$ cat config.mk
export PLATFORM = sky130hd
export DESIGN_NAME = issue_unit
export DESIGN_NICKNAME = d
export VERILOG_FILES = /design/src/rtl/issue_pkg.sv /design/src/rtl/issue_fifo.sv /design/src/rtl/issue_unit.sv
export SDC_FILE = /design/constraint.sdc
export NUM_CORES = 1
export LEC_CHECK = 0
export CORE_UTILIZATION = 50
export CTS_CLUSTER_SIZE = 8
export DETAILED_ROUTE_END_ITERATION = 7
export HOLD_SLACK_MARGIN = 0.1
export PLACE_DENSITY = 0.79
export SLEW_MARGIN = 20
export SYNTH_ARGS = -nofsm -noshare
export SYNTH_HDL_FRONTEND = slang
export SYNTH_SLANG_ARGS = --single-unit
$ cat constraint.sdc
create_clock -name clk -period 2.37 [get_ports clk]
set_input_delay 0.237 -clock clk [delete_from_list [all_inputs] [get_ports clk]]
set_output_delay 0.237 -clock clk [all_outputs]
set_load 0.1 [all_outputs]
$ cat src/rtl/issue_pkg.sv
// Shared constants, field positions and FSM states for the Tomasulo issue front end.
package issue_pkg;

  localparam int WORD_SIZE = 32;
  localparam int REG_SIZE  = 6;
  localparam int INSTR_W   = 64;

  localparam logic [2:0] UNIT_LW  = 3'd0;
  localparam logic [2:0] UNIT_SW  = 3'd1;
  localparam logic [2:0] UNIT_ADD = 3'd2;
  localparam logic [2:0] UNIT_MUL = 3'd3;
  localparam logic [2:0] UNIT_MV  = 3'd4;

  localparam int UNIT_HI    = 63;
  localparam int UNIT_LO    = 61;
  localparam int HASIMM_BIT = 60;
  localparam int REG1_HI    = 59;
  localparam int REG1_LO    = 54;
  localparam int REG2_HI    = 53;
  localparam int REG2_LO    = 48;
  localparam int REG3_HI    = 47;
  localparam int REG3_LO    = 42;
  localparam int RSVD_HI    = 41;
  localparam int RSVD_LO    = 32;
  localparam int IMM_HI     = 31;
  localparam int IMM_LO     = 0;

  typedef enum logic [1:0] {
    IDLE  = 2'd0,
    DRIVE = 2'd1,
    ACK   = 2'd2,
    WAIT  = 2'd3
  } state_t;

  function automatic logic unit_valid(input logic [2:0] unit);
    return (unit <= UNIT_MV);
  endfunction

endpackage

$ cat src/rtl/issue_fifo.sv
// Instruction FIFO: power-of-two depth, separate occupancy counter, synchronous flush.
module issue_fifo
  import issue_pkg::*;
#(
  parameter int DEPTH = 8,
  parameter int WIDTH = INSTR_W,
  localparam int AW = $clog2(DEPTH),
  localparam int CW = AW + 1
) (
  input  logic             clk,
  input  logic             rst_n,
  input  logic             flush,
  input  logic             push,
  input  logic [WIDTH-1:0] din,
  input  logic             pop,
  output logic [WIDTH-1:0] head,
  output logic [WIDTH-1:0] next_head,
  output logic [CW-1:0]    count,
  output logic             full,
  output logic             empty
);

  logic [WIDTH-1:0] mem_r [DEPTH];
  logic [AW-1:0]    rd_ptr_r;
  logic [AW-1:0]    wr_ptr_r;
  logic [CW-1:0]    count_r;
  logic             do_push_s;
  logic             do_pop_s;
  logic [AW-1:0]    rd_next_s;

  assign full      = (count_r == CW'(DEPTH));
  assign empty     = (count_r == CW'(0));
  assign do_push_s = push && !full && !flush;
  assign do_pop_s  = pop && !empty && !flush;
  assign rd_next_s = rd_ptr_r + AW'(1);
  assign head      = mem_r[rd_ptr_r];
  assign next_head = mem_r[rd_next_s];
  assign count     = count_r;

  // Storage, pointers and count; flush drops bookkeeping and any same-edge push.
  always_ff @(posedge clk or negedge rst_n) begin
    if (!rst_n) begin
      rd_ptr_r <= '0;
      wr_ptr_r <= '0;
      count_r  <= '0;
      for (int i = 0; i < DEPTH; i++) begin
        mem_r[i] <= '0;
      end
    end else if (flush) begin
      rd_ptr_r <= '0;
      wr_ptr_r <= '0;
      count_r  <= '0;
    end else begin
      if (do_push_s) begin
        mem_r[wr_ptr_r] <= din;
        wr_ptr_r        <= wr_ptr_r + AW'(1);
      end
      if (do_pop_s) begin
        rd_ptr_r <= rd_next_s;
      end
      case ({do_push_s, do_pop_s})
        2'b10:   count_r <= count_r + CW'(1);
        2'b01:   count_r <= count_r - CW'(1);
        default: count_r <= count_r;
      endcase
    end
  end

endmodule

$ cat src/rtl/issue_unit.sv
// In-order issue front end: FIFO plus DRIVE/ACK handshake FSM toward the reservation stations.
// Optional ISSUE_STATS_EN adds accepted/rejected issue counters.
module issue_unit
  import issue_pkg::*;
#(
  parameter int DEPTH      = 8,
  parameter int RETRY_WAIT = 2
) (
  input  logic                clk,
  input  logic                rst_n,
  input  logic                flush,
  input  logic                in_valid,
  input  logic [INSTR_W-1:0]  in_instr,
  output logic                in_ready,
  output logic [2:0]          rs_unit,
  output logic [REG_SIZE-1:0] rs_reg1,
  output logic [REG_SIZE-1:0] rs_reg2,
  output logic [REG_SIZE-1:0] rs_reg3,
  output logic                rs_hasimm,
  output logic [WORD_SIZE-1:0] rs_imm,
  output logic                rs_enable,
  input  logic                rs_out,
  output logic                bad_op
`ifdef ISSUE_STATS_EN
  ,
  output logic [31:0]         issued_cnt,
  output logic [31:0]         full_cnt
`endif
);

  localparam int CW = $clog2(DEPTH) + 1;
  localparam int RW = (RETRY_WAIT < 1) ? 1 : $clog2(RETRY_WAIT + 1);
  localparam logic [RW-1:0] RETRY_LOAD = RW'(RETRY_WAIT);

  state_t               state_r;
  state_t               state_s;
  logic [RW-1:0]        retry_r;
  logic [RW-1:0]        retry_s;
  logic [INSTR_W-1:0]   head_s;
  logic [INSTR_W-1:0]   next_head_s;
  logic [INSTR_W-1:0]   load_word_s;
  logic [CW-1:0]        count_s;
  logic                 full_s;
  logic                 empty_s;
  logic                 pop_s;
  logic                 load_s;
  logic                 bad_op_s;
  logic                 unused_s;

  logic [2:0]           rs_unit_r;
  logic [REG_SIZE-1:0]  rs_reg1_r;
  logic [REG_SIZE-1:0]  rs_reg2_r;
  logic [REG_SIZE-1:0]  rs_reg3_r;
  logic                 rs_hasimm_r;
  logic [WORD_SIZE-1:0] rs_imm_r;
  logic                 rs_enable_r;
  logic                 bad_op_r;

  issue_fifo #(
    .DEPTH (DEPTH),
    .WIDTH (INSTR_W)
  ) u_fifo (
    .clk       (clk),
    .rst_n     (rst_n),
    .flush     (flush),
    .push      (in_valid),
    .din       (in_instr),
    .pop       (pop_s),
    .head      (head_s),
    .next_head (next_head_s),
    .count     (count_s),
    .full      (full_s),
    .empty     (empty_s)
  );

  assign in_ready  = !full_s;
  assign unused_s  = ^load_word_s[RSVD_HI:RSVD_LO];

  // Next-state, pop and field-load decisions of the issue handshake.
  always_comb begin
    state_s     = state_r;
    retry_s     = retry_r;
    pop_s       = 1'b0;
    load_s      = 1'b0;
    load_word_s = head_s;
    bad_op_s    = 1'b0;
    case (state_r)
      IDLE: begin
        if (!empty_s) begin
          if (unit_valid(head_s[UNIT_HI:UNIT_LO])) begin
            state_s = DRIVE;
            load_s  = 1'b1;
          end else begin
            pop_s    = 1'b1;
            bad_op_s = 1'b1;
          end
        end else begin
          state_s = IDLE;
        end
      end
      DRIVE: begin
        state_s = ACK;
      end
      ACK: begin
        if (rs_out) begin
          pop_s = 1'b1;
          // Chain straight into the next issue only when its word is already stored.
          if ((count_s > CW'(1)) && unit_valid(next_head_s[UNIT_HI:UNIT_LO])) begin
            state_s     = DRIVE;
            load_s      = 1'b1;
            load_word_s = next_head_s;
          end else begin
            state_s = IDLE;
          end
        end else if (RETRY_WAIT == 0) begin
          state_s = DRIVE;
        end else begin
          state_s = WAIT;
          retry_s = RETRY_LOAD;
        end
      end
      WAIT: begin
        if (retry_r <= RW'(1)) begin
          state_s = DRIVE;
          retry_s = '0;
        end else begin
          retry_s = retry_r - RW'(1);
        end
      end
      default: begin
        state_s = IDLE;
        retry_s = '0;
      end
    endcase
  end

  // FSM state, strobes and registered issue fields.
  always_ff @(posedge clk or negedge rst_n) begin
    if (!rst_n) begin
      state_r     <= IDLE;
      retry_r     <= '0;
      rs_enable_r <= 1'b0;
      bad_op_r    <= 1'b0;
      rs_unit_r   <= '0;
      rs_reg1_r   <= '0;
      rs_reg2_r   <= '0;
      rs_reg3_r   <= '0;
      rs_hasimm_r <= 1'b0;
      rs_imm_r    <= '0;
    end else if (flush) begin
      state_r     <= IDLE;
      retry_r     <= '0;
      rs_enable_r <= 1'b0;
      bad_op_r    <= 1'b0;
    end else begin
      state_r     <= state_s;
      retry_r     <= retry_s;
      rs_enable_r <= (state_s == DRIVE);
      bad_op_r    <= bad_op_s;
      if (load_s) begin
        rs_unit_r   <= load_word_s[UNIT_HI:UNIT_LO];
        rs_reg1_r   <= load_word_s[REG1_HI:REG1_LO];
        rs_reg2_r   <= load_word_s[REG2_HI:REG2_LO];
        rs_reg3_r   <= load_word_s[REG3_HI:REG3_LO];
        rs_hasimm_r <= load_word_s[HASIMM_BIT];
        rs_imm_r    <= load_word_s[IMM_HI:IMM_LO];
      end
    end
  end

  assign rs_unit   = rs_unit_r;
  assign rs_reg1   = rs_reg1_r;
  assign rs_reg2   = rs_reg2_r;
  assign rs_reg3   = rs_reg3_r;
  assign rs_hasimm = rs_hasimm_r;
  assign rs_imm    = rs_imm_r;
  assign rs_enable = rs_enable_r;
  assign bad_op    = bad_op_r;

`ifdef ISSUE_STATS_EN
  logic [31:0] issued_cnt_r;
  logic [31:0] full_cnt_r;

  // Lifetime accept/reject counters; flush deliberately leaves them running.
  always_ff @(posedge clk or negedge rst_n) begin
    if (!rst_n) begin
      issued_cnt_r <= 32'd0;
      full_cnt_r   <= 32'd0;
    end else if (state_r == ACK) begin
      if (rs_out) begin
        issued_cnt_r <= issued_cnt_r + 32'd1;
      end else begin
        full_cnt_r <= full_cnt_r + 32'd1;
      end
    end else begin
      issued_cnt_r <= issued_cnt_r;
      full_cnt_r   <= full_cnt_r;
    end
  end

  assign issued_cnt = issued_cnt_r;
  assign full_cnt   = full_cnt_r;
`endif

endmodule

==> summary.md <==
| Metric | Value |
|---|---|
| Status | complete, but fails checks |
| Violated checks | setup timing |
| CTS Buffer Depth | 3 |
| Biggest cell delay along the critical path | 0.51 ns |
| Fillers | 3629 |
| Final worst-path setup slack | -0.3632 ns |
| RSZ-0062 raised after global routing | yes |
| Synthesized area per cell | 14.43 sq um |
| Clk_lat worst skew | 0.61 ns |
| Syn-to-layout area delta | 21.27% |
| CORE AREA | 50270 sq um |
| Actual slew at the worst max-slew pin | 0.9438 ns |
| Post-synth design cell area | around 26000 sq um |
| Std-Cell Rows | just over 80 |
| CTS buffer count | 72 |
| Die ar. | 52010 sq um |
| Crit start category | flip-flop |
| Via Count | about 17000 |
| Crit path required time | 2.91 ns |
| Vias in the first global route | between 15000 and 20000 |
| Element type at the critical path end | flip-flop |
| HP Class | input port to asynchronous set/reset pin |
| Worst VDD drop | 1.014 mV |
| GPL Wtd Cong | 0.7972 |
| Worst R2R End | rs_hasimm |
| Multi-input logic area | 12990 sq um |
| Worst path slowest cell | mux4_2 |
| Int Pwr | 22180 uW |
| Relative slew margins | 37.08% |
| P_sw | 13010 uW |
| RR Startpoint | u_fifo.rd_ptr_r[0] |
| Drt initial violations | 1538 |
| # setup viols final | between 50 and 60 |
| Register area share after synthesis | 49.16% |
| Worst R2R Setup Slack | -0.36 ns |
| WP buf/inv | 4 |
| H-Tree Depth | 3 |
| Synth Register Bits | 502 |
| Reg2reg path depth | 11 |
| Clk pwr share | 26.2% |
| Pre-CTS setup slack | -0.2686 ns |
| Gr usage total | 26.58% |
| Fin crit period | between 2 and 3 ns |
| Post-Syn Instances | 1771 |
| Fin Hold WS | 0.2432 ns |
| Worst clock skew | 0.02354 ns |
| Power Density | ~1100 nW/um^2 |
| Fin nets | 2025 |
| Port bufs | 115 |
| Via density | 6.460 |
| DP Wirelength | 38030 um |
| Critical Path Fanout Max | 7 |
| YS warnings | 0 |
| Final ANT Viol Nets | 0 |
| I/O pins | between 100 and 150 |
| Die span in y | 228.1 um |
| Pins over their slew limit | 0 |
| Post-synth ARST share | 100.0% |
| Mapped Nets | around 1800 |
| Horiz. Die Dim | 228.1 um |
| Root Buffer | clkbuf_16 |
| Final hold violations | 0 |
| Clock sinks | approximately 500 |
| Clock Pin Slew Worst Setup and Hold Paths | ~0.060 ns |
| Pre-antenna DRT Iters | 5 |
| First-pass GRT wire length | approximately 110000 um |
| Max_cap viols | 0 |
| Post-route DRC | 0 |
| Largest net degree at the start of global routing | a little over 80 |
| Final period util | 115.3% |
| Initial antenna violation count | 5 |
| Crit-path cells | ha_4 -> buf_8 -> nor3_4 -> a21oi_2 -> mux4_2 -> a211oi_4 -> buf_4 -> or2_4 -> buf_12 -> clkbuf_16 -> o211a_1 |
| WL/cell | 26.33 um |
| Yosys cell types | 43 |
| Overflow after GRT | 0 |
| Leak pwr | 0.01355 uW |
| Max frequency | 0.3659 GHz |
| Register share of total power | 35.4% |
| Crit path kind | flip-flop to flip-flop |
| Share of cells above drive strength 1 | 49.44% |
| Gate power share | a little under two fifths |
| Storage element area | 12570 sq um |
| Crit-path leading delay family | buffers and inverters |
| EDFF count, synth | 0 |
| Initial Utilization | roughly 51% |
| Sw Share | between 30% and 40% |
| Synth Flop Type | dfrtp_1 |
| CTS tree | built |
| Worst Path Arrival | 3.28 ns |
| Routed wire length | 69310 um |
| Critical Path Stages | 11 |
[cells in the final DEF (no fill, tap or decap), drive strengths merged, types with 3 or more instances in the layout]
| master | Yosys | routed |
|---|---|---|
| nor2 | 24 | 24 |
| nand4 | 3 | 3 |
| a21oi | 12 | 12 |
| clkdlybuf4s50 | 0 | 57 |
| inv | 4 | 6 |
| ha | 6 | 6 |
| o211a | 51 | 51 |
| clkbuf | 46 | 81 |
| xnor2 | 8 | 8 |
| nand3b | 4 | 4 |
| nand3 | 105 | 105 |
| clkinv | 0 | 5 |
| mux4 | 217 | 217 |
| nor3 | 9 | 9 |
| buf | 92 | 179 |
| dfrtp | 502 | 502 |
| mux2i | 6 | 6 |
| nand2 | 219 | 219 |
| mux2 | 433 | 433 |
| o21ai | 4 | 4 |
[through the flow]
stage / util (%) / cell area (sq um) / cells / TNS [ns] / power [uW]
after floorplan: - / 26360 / 1771 / -196.88 / 21950
after global placement: 56.40 / 28350 / 2515 / -10.33 / 24880
after detailed placement: 56.40 / 28350 / 2515 / -15.49 / 25380
after CTS: 61.05 / 30690 / 2613 / -15.06 / 35100
after global routing: 61.64 / 30990 / 2631 / -22.93 / 36620
final: 61.64 / 30990 / 2632 / -17.99 / 35190
[cells by family (layout without fill, tap and decap cells)]
family	after synthesis	after routing	share of synthesized area (%)
AO/OA/AOI/OAI	80	80	2.747
XOR/XNOR	10	10	0.3428
buffers and inverters	142	329	2.693
AND/OR/NAND/NOR	375	375	6.321
adder cells (fa/ha/maj)	6	6	0.2938
multiplexers	656	656	38.44
other	0	2	0
flip-flops	502	502	49.16
[cells in the mapped netlist, types with 2 or more instances]
cell	n	area share (%)
nor2_1	24	0.35
buf_1	17	0.25
mux2_1	4	0.18
buf_4	7	0.21
dfrtp_1	502	49
a221oi_1	2	0.069
ha_1	6	0.29
o21ai_0	4	0.078
nor3b_1	2	0.059
buf_2	61	1.2
buf_6	7	0.31
mux4_2	217	19
mux2_2	429	19
nand3b_1	4	0.12
inv_1	4	0.059
nor2b_1	2	0.049
xnor2_1	8	0.27
nand2_1	219	3.2
a21oi_1	12	0.24
nand3_1	105	2.1
clkbuf_1	46	0.68
o31ai_1	2	0.059
nor3_1	9	0.18
o211a_1	51	2.0
mux2i_1	6	0.24
nand4_1	3	0.073
xor2_1	2	0.069
[cell type report]
class                           instances  area share [%]
Multi-Input combinational cell       1127           41.91
Sequential cell                       502           40.57
Timing Repair Buffer                  243           8.418
Clock buffer                           75           5.883
Tap cell                              672           2.713
Clock inverter                          7          0.4441
Inverter                                4         0.04845
Antenna cell                            2         0.01615
[what timing repair did]
item	4_1_cts	5_1_grt
setup endpoints to repair	80	135
resized for setup	40	21
pin swaps	3	10
hold buffers	1	0
gates cloned	3	7
endpoints found under the hold margin	53	0
buffers inserted	12	13
[worst max-delay path by stage]
stage	endpoint	slack [ns]	start
floorplan	u_fifo.mem_r[131]	-0.49	u_fifo.count[1]
global placement	rs_reg1[3]	-0.21	u_fifo.rd_ptr_r[0]
detailed placement	rs_reg2[2]	-0.27	u_fifo.rd_ptr_r[0]
CTS	rs_reg2[0]	-0.31	u_fifo.rd_ptr_r[1]
global route	rs_imm[25]	-0.41	u_fifo.rd_ptr_r[0]
finish	rs_hasimm	-0.36	u_fifo.rd_ptr_r[0]
[power groups by stage]
| stage | clock [uW] | combinational [uW] | sequential [uW] |
|---|---|---|---|
| after detailed placement | 0 | 12900 | 12500 |
| after CTS | 9330 | 13400 | 12400 |
| after floorplan | 0 | 6770 | 15200 |
| after global placement | 0 | 12600 | 12300 |
| final | 9230 | 13500 | 12500 |
| after global routing | 9710 | 14200 | 12700 |
[registers in the layout, summed over array words and instances (netlist names)]
signal           count
rs_imm              32
rs_reg2              6
rs_unit              3
u_fifo.wr_ptr_r      3
bad_op               1
state_r              2
u_fifo.count         4
u_fifo.rd_ptr_r      3
rs_hasimm            1
u_fifo.mem_r       432
rs_reg1              6
rs_enable            1
retry_r              2
rs_reg3              6
[metal layers]
metal	part of all wire, %	wire length [um]	vias to the layer above	GRT usage (%)
li1	-	-	7013	-
met1	40	27620	9120	35.13
met3	6.8	4720	162	5.388
met2	50	34830	703	43.65
met4	3.0	2096	6	9.773
met5	0.063	44	-	0
(Power assumes the default switching activity.)
